<file path="src/rtl/lock_pkg.sv">
// Shared types and constants for the keypad lock controller: FSM state
// encoding, special key codes and the digit classifier.
package lock_pkg;

  typedef enum logic [2:0] {
    S_IDLE     = 3'd0,
    S_ENTRY    = 3'd1,
    S_CHECK    = 3'd2,
    S_UNLOCKED = 3'd3,
    S_NEW_PIN  = 3'd4,
    S_LOCKOUT  = 3'd5
  } state_e;

  localparam logic [3:0] KEY_STAR = 4'hE;
  localparam logic [3:0] KEY_HASH = 4'hF;
  localparam logic [3:0] KEY_CHG  = 4'hA;

  // Wide enough for 1.25e9 cycles at 125 MHz.
  localparam int TIMER_W = 31;

  function automatic logic is_digit(input logic [3:0] code);
    return code <= 4'd9;
  endfunction

endpackage

</file>
<file path="src/rtl/lock_timer.sv">
// Loadable down-counter shared by the unlock, lockout and entry-timeout
// phases. It stops at zero and flags it.
module lock_timer
  import lock_pkg::*;
#(
  parameter int W = TIMER_W
) (
  input  logic         clk,
  input  logic         rst,
  input  logic         load,
  input  logic [W-1:0] load_val,
  output logic         zero
);

  logic [W-1:0] count_q;
  logic [W-1:0] count_d;

  always_comb begin
    count_d = count_q;
    if (load) begin
      count_d = load_val;
    end else if (count_q != '0) begin
      count_d = count_q - W'(1);
    end
  end

  // NOTE: sequential state is updated with non-blocking assignments only, so
  // every flop samples the pre-edge value of its neighbours.
  always_ff @(posedge clk or posedge rst) begin
    if (rst) begin
      count_q <= '0;
    end else begin
      count_q <= count_d;
    end
  end

  assign zero = (count_q == '0);

endmodule

</file>
<file path="src/rtl/lock_ctrl_fsm.sv">
// Keypad lock sequencer: collects PIN digits on key-press edges, checks them
// against the stored PIN, drives unlock/lockout and handles PIN change.
module lock_ctrl_fsm
  import lock_pkg::*;
#(
  parameter int                    PIN_LEN        = 4,
  parameter int                    MAX_FAILS      = 3,
  parameter logic [PIN_LEN*4-1:0]  DEFAULT_PIN    = 16'h1234,
  parameter int unsigned           UNLOCK_CYCLES  = 625000000,
  parameter int unsigned           LOCKOUT_CYCLES = 1250000000,
  parameter int unsigned           TIMEOUT_CYCLES = 1250000000
) (
  input  logic       clk,
  input  logic       rst,
  input  logic [3:0] key_code,
  input  logic       key_valid,
  output logic       unlocked,
  output logic       locked_out,
  output logic       ok_pulse,
  output logic       err_pulse,
  output logic [3:0] digit_count,
  output logic [3:0] fail_count,
  output logic [2:0] state
);

  localparam int PW = PIN_LEN * 4;

  state_e        state_q, state_d;
  logic [PW-1:0] entry_buf_q, entry_buf_d;
  logic [PW-1:0] pin_q, pin_d;
  logic [3:0]    digit_count_q, digit_count_d;
  logic [3:0]    fail_count_q, fail_count_d;
  logic          ok_pulse_q, ok_pulse_d;
  logic          err_pulse_q, err_pulse_d;
  logic          unlocked_q, unlocked_d;
  logic          locked_out_q, locked_out_d;
  logic          key_valid_q, key_valid_d;
  logic          key_armed_q, key_armed_d;

  logic                tmr_load;
  logic [TIMER_W-1:0]  tmr_val;
  logic                tmr_zero;

  logic          key_event;
  logic          key_digit;
  logic          count_full;
  logic          in_entry;
  logic [PW-1:0] buf_shift;
  logic [3:0]    fail_inc;

  // A key still held when reset releases must be let go before it can fire,
  // so edges are only accepted once key_valid has been seen low.
  assign key_event  = key_valid & ~key_valid_q & key_armed_q;
  assign key_digit  = key_event & is_digit(key_code);
  assign count_full = (digit_count_q == 4'(PIN_LEN));
  assign in_entry   = (state_q == S_ENTRY);
  assign buf_shift  = (entry_buf_q << 4) | PW'(key_code);
  assign fail_inc   = fail_count_q + 4'd1;

  // NOTE: every signal assigned here gets a default first; a path that leaves
  // one unassigned would infer a latch.
  always_comb begin
    state_d       = state_q;
    entry_buf_d   = entry_buf_q;
    pin_d         = pin_q;
    digit_count_d = digit_count_q;
    fail_count_d  = fail_count_q;
    ok_pulse_d    = 1'b0;
    err_pulse_d   = 1'b0;
    key_valid_d   = key_valid;
    key_armed_d   = key_armed_q | ~key_valid;
    tmr_load      = 1'b0;
    tmr_val       = '0;

    unique case (state_q)
      S_IDLE: begin
        if (key_digit) begin
          entry_buf_d   = PW'(key_code);
          digit_count_d = 4'd1;
          state_d       = S_ENTRY;
        end
      end

      S_ENTRY, S_NEW_PIN: begin
        if (key_digit) begin
          tmr_load = 1'b1;
          if (!count_full) begin
            entry_buf_d   = buf_shift;
            digit_count_d = digit_count_q + 4'd1;
          end
        end else if (key_event && key_code == KEY_STAR) begin
          entry_buf_d   = '0;
          digit_count_d = '0;
          state_d       = in_entry ? S_IDLE : S_UNLOCKED;
        end else if (key_event && key_code == KEY_HASH) begin
          if (in_entry) begin
            state_d = S_CHECK;
          end else begin
            if (count_full) begin
              pin_d      = entry_buf_q;
              ok_pulse_d = 1'b1;
            end else begin
              err_pulse_d = 1'b1;
            end
            entry_buf_d   = '0;
            digit_count_d = '0;
            state_d       = S_UNLOCKED;
          end
        end else if (tmr_zero) begin
          entry_buf_d   = '0;
          digit_count_d = '0;
          state_d       = in_entry ? S_IDLE : S_UNLOCKED;
        end
      end

      S_CHECK: begin
        entry_buf_d   = '0;
        digit_count_d = '0;
        if (count_full && entry_buf_q == pin_q) begin
          ok_pulse_d   = 1'b1;
          fail_count_d = '0;
          state_d      = S_UNLOCKED;
        end else begin
          err_pulse_d  = 1'b1;
          fail_count_d = fail_inc;
          state_d      = (fail_inc == 4'(MAX_FAILS)) ? S_LOCKOUT : S_IDLE;
        end
      end

      S_UNLOCKED: begin
        if (key_event && key_code == KEY_HASH) begin
          state_d = S_IDLE;
        end else if (key_event && key_code == KEY_CHG) begin
          entry_buf_d   = '0;
          digit_count_d = '0;
          state_d       = S_NEW_PIN;
        end else if (tmr_zero) begin
          state_d = S_IDLE;
        end
      end

      S_LOCKOUT: begin
        if (tmr_zero) begin
          fail_count_d = '0;
          state_d      = S_IDLE;
        end
      end

      default: state_d = S_IDLE;
    endcase

    // Any state change restarts the timer with the duration of the new state.
    if (state_d != state_q) begin
      tmr_load = 1'b1;
    end
    unique case (state_d)
      S_UNLOCKED:         tmr_val = TIMER_W'(UNLOCK_CYCLES - 1);
      S_LOCKOUT:          tmr_val = TIMER_W'(LOCKOUT_CYCLES - 1);
      S_ENTRY, S_NEW_PIN: tmr_val = TIMER_W'(TIMEOUT_CYCLES - 1);
      default:            tmr_val = '0;
    endcase

    unlocked_d   = (state_d == S_UNLOCKED) || (state_d == S_NEW_PIN);
    locked_out_d = (state_d == S_LOCKOUT);
  end

  // NOTE: the stored PIN is a handful of flops, not a memory, so it is reset
  // to DEFAULT_PIN like any other register.
  always_ff @(posedge clk or posedge rst) begin
    if (rst) begin
      state_q       <= S_IDLE;
      entry_buf_q   <= '0;
      pin_q         <= DEFAULT_PIN;
      digit_count_q <= '0;
      fail_count_q  <= '0;
      ok_pulse_q    <= 1'b0;
      err_pulse_q   <= 1'b0;
      unlocked_q    <= 1'b0;
      locked_out_q  <= 1'b0;
      key_valid_q   <= 1'b0;
      key_armed_q   <= 1'b0;
    end else begin
      state_q       <= state_d;
      entry_buf_q   <= entry_buf_d;
      pin_q         <= pin_d;
      digit_count_q <= digit_count_d;
      fail_count_q  <= fail_count_d;
      ok_pulse_q    <= ok_pulse_d;
      err_pulse_q   <= err_pulse_d;
      unlocked_q    <= unlocked_d;
      locked_out_q  <= locked_out_d;
      key_valid_q   <= key_valid_d;
      key_armed_q   <= key_armed_d;
    end
  end

  lock_timer #(.W(TIMER_W)) u_timer (
    .clk      (clk),
    .rst      (rst),
    .load     (tmr_load),
    .load_val (tmr_val),
    .zero     (tmr_zero)
  );

  assign unlocked    = unlocked_q;
  assign locked_out  = locked_out_q;
  assign ok_pulse    = ok_pulse_q;
  assign err_pulse   = err_pulse_q;
  assign digit_count = digit_count_q;
  assign fail_count  = fail_count_q;
  assign state       = state_q;

endmodule

</file>
<file path="config.mk">
export PLATFORM = sky130hd
export DESIGN_NAME = lock_ctrl_fsm
export DESIGN_NICKNAME = d
export VERILOG_FILES = /design/src/rtl/lock_pkg.sv /design/src/rtl/lock_timer.sv /design/src/rtl/lock_ctrl_fsm.sv
export SDC_FILE = /design/constraint.sdc
export NUM_CORES = 1
export LEC_CHECK = 0
export CAP_MARGIN = 20
export CELL_PAD_IN_SITES_DETAIL_PLACEMENT = 2
export CELL_PAD_IN_SITES_GLOBAL_PLACEMENT = 2
export CORE_MARGIN = 3
export CORE_UTILIZATION = 42
export CTS_CLUSTER_DIAMETER = 50
export DETAILED_ROUTE_END_ITERATION = 8
export PLACE_DENSITY_LB_ADDON = 0.2
export SYNTH_ARGS = -nofsm -noshare
export SYNTH_HDL_FRONTEND = slang
export SYNTH_SLANG_ARGS = --single-unit
</file>
<file path="constraint.sdc">
create_clock -name clk -period 9.5 [get_ports clk]
set_input_delay 1.425 -clock clk [delete_from_list [all_inputs] [get_ports clk]]
set_output_delay 1.425 -clock clk [all_outputs]
set_load 0.02 [all_outputs]
</file>
==> impl_metrics.ini, run 1 <==
[outcome]
status = finished, final reports clean

[pwr]
p_per_area_nw_per_um2 = 232
intPower_uw = 689
p_switching_uw = 433
finalPower_uw = 1120
p_seq_share_pct = 43.8
clkPwrFrac_pct = 26.1
pwr-share-comb_pct = 30.1
swShare_pct = 38.6
peakVddDrop_uv = 88.4
p_leak_uw = 0.00201

[sta]
final_max_slew_viol_count = 0
relSlewSlack_pct = 30.4
fin_worst_skew_ps = 11.0
rsz0062_at_grt = no
worst_slew_pin_slew_ps = 1040
hold_viol = 0
finalSetupViolations = 0
max_freq_mhz = 230
tns_ps = 0
fin_crit_ps = 4350
holdWs_ps = 528
finalCritPeriodShare_pct = 45.7

[placed_design]
place.gp.congestion = 0.826
dp_hpwl_um = 8550
portBuffers = 21

[grt]
grt_pass1_vias = 3908
grt_pass1_wl_um = 20900
track_usage_pct = 23.6
grt_max_degree = 81
overflow = 0
antenna_found_initial = 0

[final_layout]
final_nets = 480
n_fill_cell = 1070
regArea_um2 = 2010
antenna_cells = 0
drive_above_1_share_pct = 12.1
multiInputGateArea_um2 = 2150
syn_to_final_growth_pct = 13.6

[clocking]
cts_setup_buffers = 0
cts_tree = done
cts_buffers = 9
path_clk_slew_ps = 90
ctsResizeCount = 0
insertion_delay_ps = 370
holdBufCountCts = 0
clock-sinks = 80
cts_buffer_depth = 2
cts-root-buf = clkbuf_8
cts_max_level = 3

[logic_synthesis]
seq_area_frac_synth_pct = 47.1
ys_ff_latch = 80
synth_top_area_cell = dfrtp_1
syn-cell-area_um2 = 4260
synth_common_cells = dfrtp_1, nand2_1, o21ai_0
synth.most_common_cell = dfrtp_1
synth-edff-count = 0
yosysTopAreaCellShare_pct = 44.0
synth_flop_cell = dfrtp_1
synth_area_per_cell_um2 = 9.54
yosysWarnings = 0
syn-num-nets = 459
synthArstFlopShare_pct = 100
syn_inst = 447
synthDistinctLibCells = 59
ys_top_cells_by_area = dfrtp_1, xnor2_1, o21ai_0

[drt]
first_pass_iters = 4
drtIter0Drc = 154
vias = 3466
wl_per_cell_um = 20.7
ant_nets = 0
remaining_drc_errors = 0
vias_per_cell = 5.72
wirelength_um = 12500

[worst_setup_path]
critPathCaptureType = register
critical_path_class = primary input to register
cpLargestDelayFamily = compound AO/OA/AOI/OAI gates
path_max_fanout = 19
critPathMaxStageDelay_ps = 550
critPathLaunchType = primary input
path_cells = clkdlybuf4s50_1 -> o21ai_0 -> and2_0 -> nor4_1 -> a211oi_1 -> and3_4 -> inv_2 -> o211ai_4 -> nor2_1 -> o21ba_2
required_ps = 9810
slowest_stage = clkdlybuf4s50_1
critPathBufInv = 2
arrival_ps = 4660

[min_path]
hp-class = register to register

[floorplanning]
io_pins = 22
die_height_um = 107
core_area_um2 = 9820
die_area_um2 = 11400
num_rows = 36
initial_core_util_pct = 43.4
die_width_um = 107

[flow_run]
max-cap-violations = 0
sequential cells by signal (all words and copies together) (netlist names):
| register | count |
|---|---|
| pin_q | 16 |
| key_armed_q | 1 |
| state | 3 |
| err_pulse | 1 |
| digit_count | 4 |
| fail_count | 4 |
| entry_buf_q | 16 |
| unlocked | 1 |
| u_timer.count_q | 31 |
| locked_out | 1 |
| ok_pulse | 1 |
| key_valid_q | 1 |
power groups by stage:
stage | Clock [uW] | Combinational, uW | Sequential [uW]
6_report | 293 | 338 | 491
5_1_grt | 317 | 381 | 505
3_3_place_gp | 0 | 312 | 488
3_5_place_dp | 0 | 332 | 495
4_1_cts | 300 | 341 | 491
2_1_floorplan | 0 | 224 | 479
metrics by stage:
step | utilization, % | std cells | instance area (um2) | setup WS, ps
floorplan | - | 447 | 4260 | 5950
global placement | 46.9 | 589 | 4600 | 5120
detailed placement | 46.9 | 589 | 4600 | 4890
CTS | 49.1 | 605 | 4820 | 5170
global route | 49.3 | 606 | 4840 | 4920
finish | 49.3 | 606 | 4840 | 5150
logic make-up after synthesis:
family                   synth area share, %
XOR/XNOR                                9.24
buffers and inverters                   2.44
adder cells (fa/ha/maj)                 1.47
flip-flops                              47.1
multiplexers                            4.23
AO/OA/AOI/OAI                           14.4
AND/OR/NAND/NOR                         21.1
cell usage in the layout, fill, tap and decap left out, types with 2 or more instances in the layout:
master / instances
nor4_1: 10
mux2_2: 16
inv_1: 8
xor2_1: 6
and3b_1: 2
nor3_1: 11
o31ai_1: 3
clkbuf_8: 10
a211oi_1: 4
clkinv_2: 2
dfstp_2: 5
o22ai_1: 4
nand2b_1: 6
and4_1: 2
or4_1: 5
nand3_1: 11
and3_1: 3
buf_4: 3
or2_2: 3
inv_2: 2
a21oi_1: 9
xnor2_1: 39
o21ba_2: 3
dfrtp_1: 75
nor2b_1: 6
nand4_1: 9
or4_4: 2
o21ai_4: 2
nand2_1: 62
o21ai_0: 49
nor3b_1: 3
clkdlybuf4s50_1: 21
and2_1: 3
a21o_1: 3
bufinv_16: 2
ha_1: 5
nor2_1: 38
per-layer routing:
| metal | share of wire (%) | track usage (%) |
|---|---|---|
| met1 | 46 | 31.8 |
| met2 | 49 | 38.3 |
| met3 | 3.0 | 4.15 |
| met4 | 2.1 | 8.40 |
| met5 | 0 | 0 |
area by class of cell:
| type | instances | share of cell area, % |
|---|---|---|
| repair buffers | 25 | 5.22 |
| clock buffers | 11 | 2.92 |
| multi-input cells | 341 | 44.4 |
| inverters | 11 | 0.878 |
| well taps | 133 | 3.43 |
| clock inverters | 5 | 1.68 |
| flip-flops and latches | 80 | 41.5 |
worst register-to-register path, stage by stage (launching register included):
cell       delay (ps)
dfrtp_1           450
inv_1              90
ha_1              170
nor3b_1           710
nand4_1           240
or4_4             600
o2111ai_1         180
and3_4            240
inv_2              80
o211ai_4          540
nor2_1            230
o21ba_2           300
path summary, 6_finish.rpt:
path                       cells past startpoint                            from  slack, ps                         endpoint
setup / recovery                              10                     key_code[2]       5150  u_timer.count_q[15]$_DFFE_PP0P_
hold / removal                                 1           key_armed_q$_DFF_PP0_        530            key_armed_q$_DFF_PP0_
setup reg to reg                              11  u_timer.count_q[1]$_DFFE_PP0P_       5620  u_timer.count_q[15]$_DFFE_PP0P_
hold reg to reg                                1           key_armed_q$_DFF_PP0_        530            key_armed_q$_DFF_PP0_
max in group asynchronous                      4                             rst       7290             pin_q[9]$_DFFE_PP1P_
min in group asynchronous                      3                             rst       1530       entry_buf_q[4]$_DFFE_PP0P_
No activity file was read; power rests on OpenSTA's default activity.
==> run 2, diff against run 1 <==
CORE_UTILIZATION = 39   (was 42)
clock period = 4.31 ns   (was 9.5 ns; I/O delays follow)
==> impl_metrics.ini, run 2 (synthesis gave the netlist of run 1 again) <==
[sta]
finalSetupViolations = 0
relSlewSlack_pct = 46.0
worst_slack_ps = 715
rsz0062_at_grt = no
tns_ps = 0
fin_worst_skew_ps = 12.8
finalCritPeriodShare_pct = 83.4
fin_crit_ps = 3600
max_freq_mhz = 278
final_max_slew_viol_count = 0
holdWs_ps = 501
worst_slew_pin_slew_ps = 810
hold_viol = 0

[placed_design]
place_inst = 598
place_ws_ps = 653
portBuffers = 21
dp_hpwl_um = 8720
place.gp.congestion = 0.823

[grt]
antenna_found_initial = 0
track_usage_pct = 21.3
grt_pass1_vias = 3892
grt_pass1_wl_um = 21100
overflow = 0
grt_max_degree = 45

[pwr]
pwr-share-comb_pct = 31.8
p_switching_uw = 953
p_seq_share_pct = 44.9
finalPower_uw = 2410
intPower_uw = 1460
p_leak_uw = 0.00202
peakVddDrop_uv = 208
clkPwrFrac_pct = 23.3
swShare_pct = 39.5
p_per_area_nw_per_um2 = 498

[final_layout]
drive_above_1_share_pct = 12.8
layout_common_cells = dfrtp_1, nand2_1, o21ai_0
antenna_cells = 0
n_fill_cell = 1146
syn_to_final_growth_pct = 13.5
final_nets = 485
largest_register_ffs = 31
instances_no_fill = 614
layout_commonest_cell = dfrtp_1
regMostFlops = u_timer.count_q
largestRegisters = u_timer.count_q (31), entry_buf_q (16), pin_q (16)

[clocking]
path_clk_slew_ps = 90
cts_tree = done
clock-sinks = 80
insertion_delay_ps = 370
cts-root-buf = clkbuf_8
cts_buffer_depth = 2
cts_buffers = 9
ctsResizeCount = 0
cts_max_level = 3
holdBufCountCts = 0
cts_setup_buffers = 0

[worst_setup_path]
slowest_stage = or4_4
cp_common_cell = or4_4
arrival_ps = 3820
cpLargestDelayFamily = simple AND/OR/NAND/NOR gates
critPathCaptureType = register
r2r_slack_ps = 710
critPathBufInv = 2
rr_endpoint = u_timer.count_q[22]$_DFFE_PP0P_
critPathMaxStageDelay_ps = 660
required_ps = 4530
critPathLaunchType = register
r2r_cells = 10
r2r-start = u_timer.count_q[24]$_DFFE_PP0P_
path_depth = 10
path_max_fanout = 14
path_cells = or4_4 -> or4_1 -> or4_4 -> o2111ai_1 -> and3_4 -> inv_2 -> o211ai_4 -> buf_4 -> o22ai_1 -> nor2b_1
startpoint = u_timer.count_q[24]$_DFFE_PP0P_
crit_path_end = u_timer.count_q[22]$_DFFE_PP0P_
critical_path_class = register to register

[floorplanning]
die_height_um = 111
num_rows = 37
io_pins = 22
initial_core_util_pct = 40.8
core_area_um2 = 10500
die_area_um2 = 12200
die_width_um = 111

[drt]
first_pass_iters = 6
wirelength_um = 12200
ant_nets = 0
vias = 3448
remaining_drc_errors = 0
drtIter0Drc = 171
vias_per_cell = 5.62
wl_per_cell_um = 19.9

[min_path]
hp-class = register to register

[flow_run]
max-cap-violations = 0

[outcome]
status = finished, final reports clean
-- run 2: cell type report --
| class | instances | area, um2 | area share [%] |
|---|---|---|---|
| inverter | 11 | 42.5 | 0.879 |
| clock inverter | 5 | 57.6 | 1.19 |
| clock buffer | 11 | 131 | 2.71 |
| multi-input combinational | 341 | 2150 | 44.5 |
| tap | 136 | 170 | 3.52 |
| timing repair buffer | 30 | 278 | 5.74 |
| sequential | 80 | 2010 | 41.5 |
-- run 2: power groups by stage --
stage | clock network [uW] | logic (uW) | registers [uW]
6_report | 561 | 767 | 1080
5_1_grt | 619 | 862 | 1110
4_1_cts | 581 | 775 | 1080
3_5_place_dp | 0 | 757 | 1090
3_3_place_gp | 0 | 714 | 1070
2_1_floorplan | 0 | 494 | 1060
-- run 2: worst min-delay path by stage --
stage                          startpoint                    end  slack (ps)  cells after the start
detailed placement  key_armed_q$_DFF_PP0_  key_armed_q$_DFF_PP0_         480                      1
floorplan           key_armed_q$_DFF_PP0_  key_armed_q$_DFF_PP0_         450                      1
CTS                 key_armed_q$_DFF_PP0_  key_armed_q$_DFF_PP0_         510                      1
global placement    key_armed_q$_DFF_PP0_  key_armed_q$_DFF_PP0_         470                      1
global route        key_armed_q$_DFF_PP0_  key_armed_q$_DFF_PP0_         540                      1
finish              key_armed_q$_DFF_PP0_  key_armed_q$_DFF_PP0_         500                      1
-- run 2: through the flow --
step                      instance area [um2]  util, %
after floorplan                          4260        -
after global placement                   4650     44.5
after detailed placement                 4650     44.5
after CTS                                4840     46.3
after global routing                     4840     46.3
final                                    4840     46.3
-- run 2: metal layers --
layer	track usage [%]	part of all wire [%]	vias up
li1	-	-	1622
met1	28.3	47	1778
met2	36.3	50	36
met3	3.78	2.1	12
met4	4.93	1.0	0
met5	0	0	-
